==> config.mk <==
export PLATFORM = sky130hd
export DESIGN_NAME = drive_mult_seq
export DESIGN_NICKNAME = d
export VERILOG_FILES = /design/src/rtl/drive_pkg.sv /design/src/rtl/drive_mul_unit.sv /design/src/rtl/drive_mult_seq.sv
export SDC_FILE = /design/constraint.sdc
export NUM_CORES = 1
export LEC_CHECK = 0
export BUFFER_PORTS_ARGS = -buffer_cell sky130_fd_sc_hd__buf_2
export CAP_MARGIN = 30
export CORE_MARGIN = 10
export CORE_UTILIZATION = 35
export CTS_CLUSTER_DIAMETER = 80
export CTS_CLUSTER_SIZE = 30
export DETAILED_ROUTE_END_ITERATION = 10
export PLACE_DENSITY = 0.49
export SYNTH_ARGS = -nofsm -noshare
export SYNTH_HDL_FRONTEND = slang
export SYNTH_HIERARCHICAL = 1
export SYNTH_SLANG_ARGS = --single-unit
==> constraint.sdc <==
create_clock -name clk -period 8.6 [get_ports clk]
set_clock_uncertainty 0.2 [all_clocks]
set_input_delay 1.72 -clock clk [delete_from_list [all_inputs] [get_ports clk]]
set_output_delay 1.72 -clock clk [all_outputs]
set_load 0.02 [all_outputs]
==> src/rtl/drive_pkg.sv <==
// drive_pkg: shared states, widths and saturation limit for the drive current sequencer
package drive_pkg;
  localparam int ACC_W = 30;
  localparam int OUT_W = 12;
  localparam int OUT_LSB = 15;
  localparam logic [OUT_W-1:0] TARGET_MAX = 12'hFFF;
  typedef enum logic [2:0] {IDLE, MUL_INC, MUL_CAD, MUL_SCL, SAT} state_t;
endpackage

==> src/rtl/drive_mul_unit.sv <==
// drive_mul_unit: shared 30x9 multiplier, right operand picked by state (state, a=acc, inc/cad/scl operands -> p truncated product)
module drive_mul_unit
  import drive_pkg::*;
(
  input  state_t           state,
  input  logic [ACC_W-1:0] a,
  input  logic [8:0]       inc,
  input  logic [5:0]       cad,
  input  logic [2:0]       scl,
  output logic [ACC_W-1:0] p
);
  logic [8:0] b;
  always_comb begin
    b = state == MUL_INC ? inc : state == MUL_CAD ? {3'b0, cad} : state == MUL_SCL ? {6'b0, scl} : '0;
    p = a * {{(ACC_W-9){1'b0}}, b};
  end
endmodule

==> src/rtl/drive_mult_seq.sv <==
// drive_mult_seq: start/done sequencer for torque*incline*cadence*scale with saturation (clk, rst, start, not_pedaling, operands -> busy, done, target_curr)
module drive_mult_seq
  import drive_pkg::*;
(
  input  logic             clk,
  input  logic             rst,
  input  logic             start,
  input  logic             not_pedaling,
  input  logic [11:0]      torque_pos,
  input  logic [8:0]       incline_lim,
  input  logic [5:0]       cadence_factor,
  input  logic [2:0]       scale,
  output logic             busy,
  output logic             done,
  output logic [OUT_W-1:0] target_curr
);
  state_t state, nxt;
  logic [ACC_W-1:0] acc, prod;
  logic [8:0] inc_q;
  logic [5:0] cad_q;
  logic [2:0] scl_q;
  drive_mul_unit u_mul (.state(state), .a(acc), .inc(inc_q), .cad(cad_q), .scl(scl_q), .p(prod));
  always_comb begin
    nxt = state == IDLE ? (start ? MUL_INC : IDLE) : state == MUL_INC ? MUL_CAD :
          state == MUL_CAD ? MUL_SCL : state == MUL_SCL ? SAT : IDLE;
  end
  always_ff @(posedge clk or posedge rst) begin
    if (rst) state <= IDLE;
    else state <= nxt;
  end
  always_ff @(posedge clk or posedge rst) begin
    if (rst) begin
      acc <= '0;
      inc_q <= '0;
      cad_q <= '0;
      scl_q <= '0;
      done <= 1'b0;
      target_curr <= '0;
    end else begin
      done <= state == SAT;
      if (state == IDLE && start) begin
        inc_q <= incline_lim;
        cad_q <= cadence_factor;
        scl_q <= scale;
        acc <= not_pedaling ? '0 : {{(ACC_W-12){1'b0}}, torque_pos};
      end else if (state == MUL_INC || state == MUL_CAD || state == MUL_SCL) acc <= prod;
      if (state == SAT)
        target_curr <= |acc[ACC_W-1:OUT_LSB+OUT_W] ? TARGET_MAX : acc[OUT_LSB +: OUT_W];
    end
  end
  assign busy = state != IDLE;
endmodule

==> results of run 1 <==
per-layer routing:
layer  routed length (um)  global-route usage  up-vias
met3                  505              0.0131       21
met4                  329              0.0393        0
met2                12400               0.269       99
met1                11800               0.204     3702
met5                    0                   0        -
li1                     -                   -     3337
critical path, cell delays in order (launching register included):
cell,delay [ps]
dfrtp_1,830
nand3b_1,170
a21oi_2,840
buf_4,360
and2_1,180
fa_1,420
fa_1,510
fa_1,490
inv_1,50
fa_1,490
inv_1,50
ha_1,330
a211oi_1,340
o21ai_0,210
and3_1,230
or3_1,340
o311ai_0,140
a31oi_1,190
xnor2_1,160
nand2_1,60
a21oi_1,150
through the flow:
stage	instance area (um^2)	setup slack, ps
6_report	10400	1810
3_5_place_dp	10100	1870
5_1_grt	10400	1400
4_1_cts	10400	1840
3_3_place_gp	10100	1850
2_1_floorplan	9510	2770
layout by cell type, fill, tap and decap left out, types with 3 or more instances in the layout:
cell type,instances
dfrtp_1,64
inv_6,3
nor3_1,4
a211oi_1,6
and3_1,6
xnor2_1,22
nor2_2,3
and2_1,133
o22a_1,12
o21ai_0,13
a21o_1,10
buf_4,14
a21oi_1,70
o211ai_1,3
a22oi_1,3
nand2_1,216
a21oi_2,5
a31oi_1,3
clkbuf_16,9
buf_2,47
fa_1,165
ha_1,38
nand3b_1,6
nor2_1,15
xor2_1,12
inv_1,189
cells in the mapped netlist (all sizes together), types with 4 or more instances:
library cell    n
nand2         216
buf            20
ha             38
nor3            4
a21o           10
nor2           18
o22a           12
inv           190
a211oi          6
o21ai          13
xnor2          22
nand3b          6
clkbuf         26
and3            6
dfrtp          64
a21oi          75
and2          133
xor2           12
fa            165
cell type report:
class / instances / area (um^2)
antenna: 1 / 2.50
timing repair buffer: 62 / 355
multi-input combinational: 778 / 7000
fill: 2788 / 16500
clock inverter: 6 / 50.0
clock buffer: 10 / 239
sequential: 64 / 1600
tap: 341 / 427
inverter: 190 / 713
worst max path at each step:
stage | cells past startpoint | slack [ps] | start | to
3_5_place_dp | 20 | 1870 | state[1]$_DFF_PP0_ | acc[29]$_DFFE_PP0P_
5_1_grt | 20 | 1400 | state[1]$_DFF_PP0_ | acc[29]$_DFFE_PP0P_
4_1_cts | 20 | 1840 | state[1]$_DFF_PP0_ | acc[29]$_DFFE_PP0P_
6_report | 20 | 1810 | state[1]$_DFF_PP0_ | acc[29]$_DFFE_PP0P_
2_1_floorplan | 24 | 2770 | state[1]$_DFF_PP0_ | acc[29]$_DFFE_PP0P_
3_3_place_gp | 20 | 1850 | state[1]$_DFF_PP0_ | acc[29]$_DFFE_PP0P_
cells by family (layout without fill, tap and decap cells):
kind of cell / Yosys count / after routing / synth area share
AOI/OAI and AO/OA: 139 / 139 / 0.0908
muxes: 4 / 4 / 0.00460
adders and majority gates: 203 / 203 / 0.397
and+or+nand+nor: 396 / 396 / 0.203
DFF: 64 / 64 / 0.168
buffers and inverters: 236 / 268 / 0.0996
other: 0 / 1 / 0
xor gates and xnor gates: 36 / 36 / 0.0360
registers in the layout, summed over array words and instances, names as in the netlist:
| name | cells |
|---|---|
| state | 3 |
| cad_q | 6 |
| inc_q | 9 |
| acc | 30 |
| target_curr | 12 |
| scl_q | 3 |
| done | 1 |
where the power goes:
group / internal (mW) / total (mW) / switching [mW]
Clock: 0.207 / 0.364 / 0.157
Sequential: 0.432 / 0.671 / 0.239
Combinational: 0.956 / 2.45 / 1.49
Total: 1.59 / 3.48 / 1.89
==> metrics, run 1 <==
outcome finished clean; fraction of registers with async set/reset 1.00; Final Hold Viols 0; RR Startpoint state[1]$_DFF_PP0_; All-Layer GR Usage 0.155; Min-Delay Path Depth 2; Hold Startpoint scl_q[2]$_DFFE_PP0P_; Crit. End Element flip-flop; final WL 25,100 um; synthesized instance count 1,078; Reg2Reg Setup Slack 1810 ps; normalized max-slew margin 0.318; Placed Cells 1,435; Clock transition at path regs 70 ps; register area share after synthesis 0.168; r2r endpoint acc[29]$_DFFE_PP0P_; Final ANT Viol Nets 0; vias in the first global route 7,923; largest net degree at the start of global routing 65; first-pass GRT wire length 42,000 um; Final Core Density 0.386; fmax 147 MHz; Syn Area/Cell 8.82 um^2; Row Count 60; I/O pin cnt 48; htree depth 3; Warnings, synthesis 6; Sink Count 64; via density per instance 4.93; total power 3.48 mW; Final period util 0.789; Hold Crit Class reg -> reg; CTS root buf clkbuf_16; CP max FO 21; Final Max Slew Viols 0; clock buffer count from CTS 9; Mapped Area 9510 um^2; final instance count without filler cells 1,452; # setup viols final 0; Syn Nets 1,315; worst hold slack 279 ps; CORE AREA 26,900 um^2; width of the die 185 um; post-synth top area cell fa_1; share of the synthesized area in the top cell type 0.347; Max VDD drop 201 uV; WL/cell 17.3 um; # DRC 0; Area growth syn-to-layout 9.21%; Post-CTS Hold Buffers 0; CTS tree built; layout cells sized above 1 0.0856; Post-synth EDFFs 0; CP Class reg -> reg; Final min period 6790 ps; #FFs+latches synth 64; post-detail-place hpwl 18,800 um; nature of the critical path startpoint flip-flop; Cell variety after synth 53; die height 185 um; DRT Pass-1 Iters 5; Clk Latency, worst-skew pair 340 ps; initial DRC count 324; initial antenna violation count 0; die area 34,200 um^2; Final Wtd Congestion 0.796; CTS max path bufs 2; layout net count 1,342; reg2reg path depth 20; CP arrival 6860 ps; CTS resizes 0; max_cap viols 0; starting density of the core 0.354; Hold EP scl_q[2]$_DFFE_PP0P_; LEAKAGE 5.37 nW; P per Cell Area 335 nW/um^2; top_reg_cell synth dfrtp_1; Slew @ Worst Pin 1020 ps; Worst Path Required 8670 ps; buffers added on ports 47; Post CTS Setup Buffer Count 0; ranking of synthesized cells by area fa_1, dfrtp_1, and2_1; via count 7,159; grt ovf 0; setup_tns 0 ps; RSZ-0062 raised after global routing false
Power figures use the tool's default switching activity.
==> inputs of run 2 (changes only) <==
==> constraint.sdc (replaced) <==
create_clock -name clk -period 6.8 [get_ports clk]
set_clock_uncertainty 0.2 [all_clocks]
set_input_delay 1.36 -clock clk [delete_from_list [all_inputs] [get_ports clk]]
set_output_delay 1.36 -clock clk [all_outputs]
set_load 0.02 [all_outputs]
==> metrics, run 2 (synthesis results as in run 1) <==
max_cap viols 0 (unchanged); CP arrival 6250 ps (-610 ps); CORE AREA 26,900 um^2 (unchanged); most frequent cells in the layout nand2_1, inv_1, fa_1; initial DRC count 341 (+5.2%); n_diodes 0 (-1); Reg power frac 0.187 (-0.006); # setup viols final 0 (unchanged); max FFs per register 30 (unchanged); Clk pwr share 0.105 (about the same); Final Wtd Congestion 0.815 (+2.4%); Final min period 6180 ps (-612 ps); largest net degree at the start of global routing 65 (unchanged); via count 7,092 (-0.94%); RSZ-0062 raised after global routing false; setup_tns 0 ps (unchanged); layout cells sized above 1 0.0872 (+0.00164); total power 4.43 mW (+27%); Max VDD drop 275 uV (+37%); worst hold slack 277 ps (-1.75 ps); htree depth 3 (unchanged); CTS root buf clkbuf_16; Post CTS Setup Buffer Count 0 (unchanged); # DRC 0 (unchanged); starting density of the core 0.354 (unchanged); vias in the first global route 7,854 (-0.87%); post-detail-place hpwl 18,900 um (+0.17%); Top reg by flops acc; final instance area 10,400 um^2 (+0.29%); Worst Path Required 6870 ps (-1800 ps); CTS tree built; outcome finished clean; die height 185 um (unchanged); Sink Count 64 (unchanged); buffers added on ports 47 (unchanged); Crit. End Element flip-flop; normalized max-slew margin 0.401 (+0.0828); final instance count without filler cells 1,453 (+0.069%); Final ANT Viol Nets 0 (unchanged); All-Layer GR Usage 0.158 (+0.00215); Hold Crit Class reg -> reg; Net Sw Frac 0.539 (-0.00308); die area 34,200 um^2 (unchanged); Area growth syn-to-layout 9.52%; layout net count 1,344 (+0.15%); Clk Latency, worst-skew pair 350 ps (about the same); flip-flop and latch area 1600 um^2 (unchanged); DRT Pass-1 Iters 7 (+2); initial antenna violation count 0 (unchanged); grt ovf 0 (unchanged); # fillers 2,828 (+1.4%); fmax 162 MHz (+9.9%); width of the die 185 um (unchanged); Final Max Slew Viols 0 (unchanged); final WL 25,200 um (+0.37%); LEAKAGE 5.38 nW (+0.27%); Placed Cells 1,437 (+0.14%); Post-CTS Hold Buffers 0 (unchanged); CTS max path bufs 2 (unchanged); largest registers acc x30, target_curr x12, inc_q x9; Final period util 0.908 (+0.119); I/O pin cnt 48 (unchanged); Final Hold Viols 0 (unchanged); commonest non-fill, non-tap cell in the layout nand2_1; CP max FO 30 (+43%); Final Core Density 0.388 (+0.00112); Row Count 60 (unchanged); Slew @ Worst Pin 899 ps (-124 ps); CTS resizes 0 (unchanged); first-pass GRT wire length 42,400 um (+0.89%); P per Cell Area 425 nW/um^2 (+27%); Combinational Power Share 0.708 (+0.005); WL/cell 17.3 um (+0.30%); CP Class reg -> reg; Place WS 605 ps (-1270 ps); via density per instance 4.88 (-1.0%); dpl cell area 10,100 um^2 (+0.32%); Multi-input gate area 7000 um^2 (unchanged); nature of the critical path startpoint flip-flop; Clock transition at path regs 60 ps (about the same); Pint 2.04 mW (+28%); Worst Slack Setup Final 625 ps (-1190 ps); NetSw 2.39 mW (+26%); clock buffer count from CTS 9 (unchanged)
[run 2: routing by layer]
layer | routed length [um] | global-route usage | vias up
li1 | - | - | 3343
met1 | 11800 | 0.211 | 3647
met2 | 12500 | 0.266 | 85
met3 | 538 | 0.0167 | 17
met4 | 304 | 0.0397 | 0
met5 | 0 | 0 | -
[run 2: worst max-delay path: stages (launching register included)]
cell and delay, ps:
dfrtp_1 510, and2b_1 320, a22oi_1 110, nor2_2 160, buf_12 240, nand2_1 110, fa_1 550, inv_1 50
fa_1 490, fa_1 540, inv_1 50, fa_1 510, inv_1 50, ha_1 360, o21ai_0 110, a221oi_1 290
o21ai_0 180, a21oi_1 420, o311ai_0 250, a31oi_1 240, xnor2_1 130, nand2_1 60, a21oi_1 140
[run 2: worst paths after layout]
path	from	slack, ps	depth (start not counted)	to
worst max-delay path	state[0]$_DFF_PP0_	620	22	acc[29]$_DFFE_PP0P_
worst min-delay path	scl_q[1]$_DFFE_PP0P_	280	2	scl_q[1]$_DFFE_PP0P_
worst max register to register	state[0]$_DFF_PP0_	620	22	acc[29]$_DFFE_PP0P_
worst min register to register	scl_q[1]$_DFFE_PP0P_	280	2	scl_q[1]$_DFFE_PP0P_
max in group asynchronous	rst	4730	3	acc[12]$_DFFE_PP0P_
min in group asynchronous	rst	1070	3	cad_q[0]$_DFFE_PP0P_
[run 2: area by class of cell]
| class | count | share of cell area |
|---|---|---|
| clock buffers | 10 | 0.0229 |
| clock inverters | 6 | 0.00480 |
| flip-flops and latches | 64 | 0.154 |
| well taps | 341 | 0.0410 |
| repair buffers | 64 | 0.0372 |
| multi-input cells | 778 | 0.672 |
| inverters | 190 | 0.0685 |
[run 2: power groups by stage]
stage | Sequential [mW] | Clock [mW] | Combinational [mW]
after floorplan | 0.723 | 0 | 2.33
after global placement | 0.847 | 0 | 3.15
after detailed placement | 0.841 | 0 | 3.16
after CTS | 0.835 | 0.485 | 3.19
after global routing | 0.862 | 0.499 | 3.61
final | 0.828 | 0.467 | 3.13
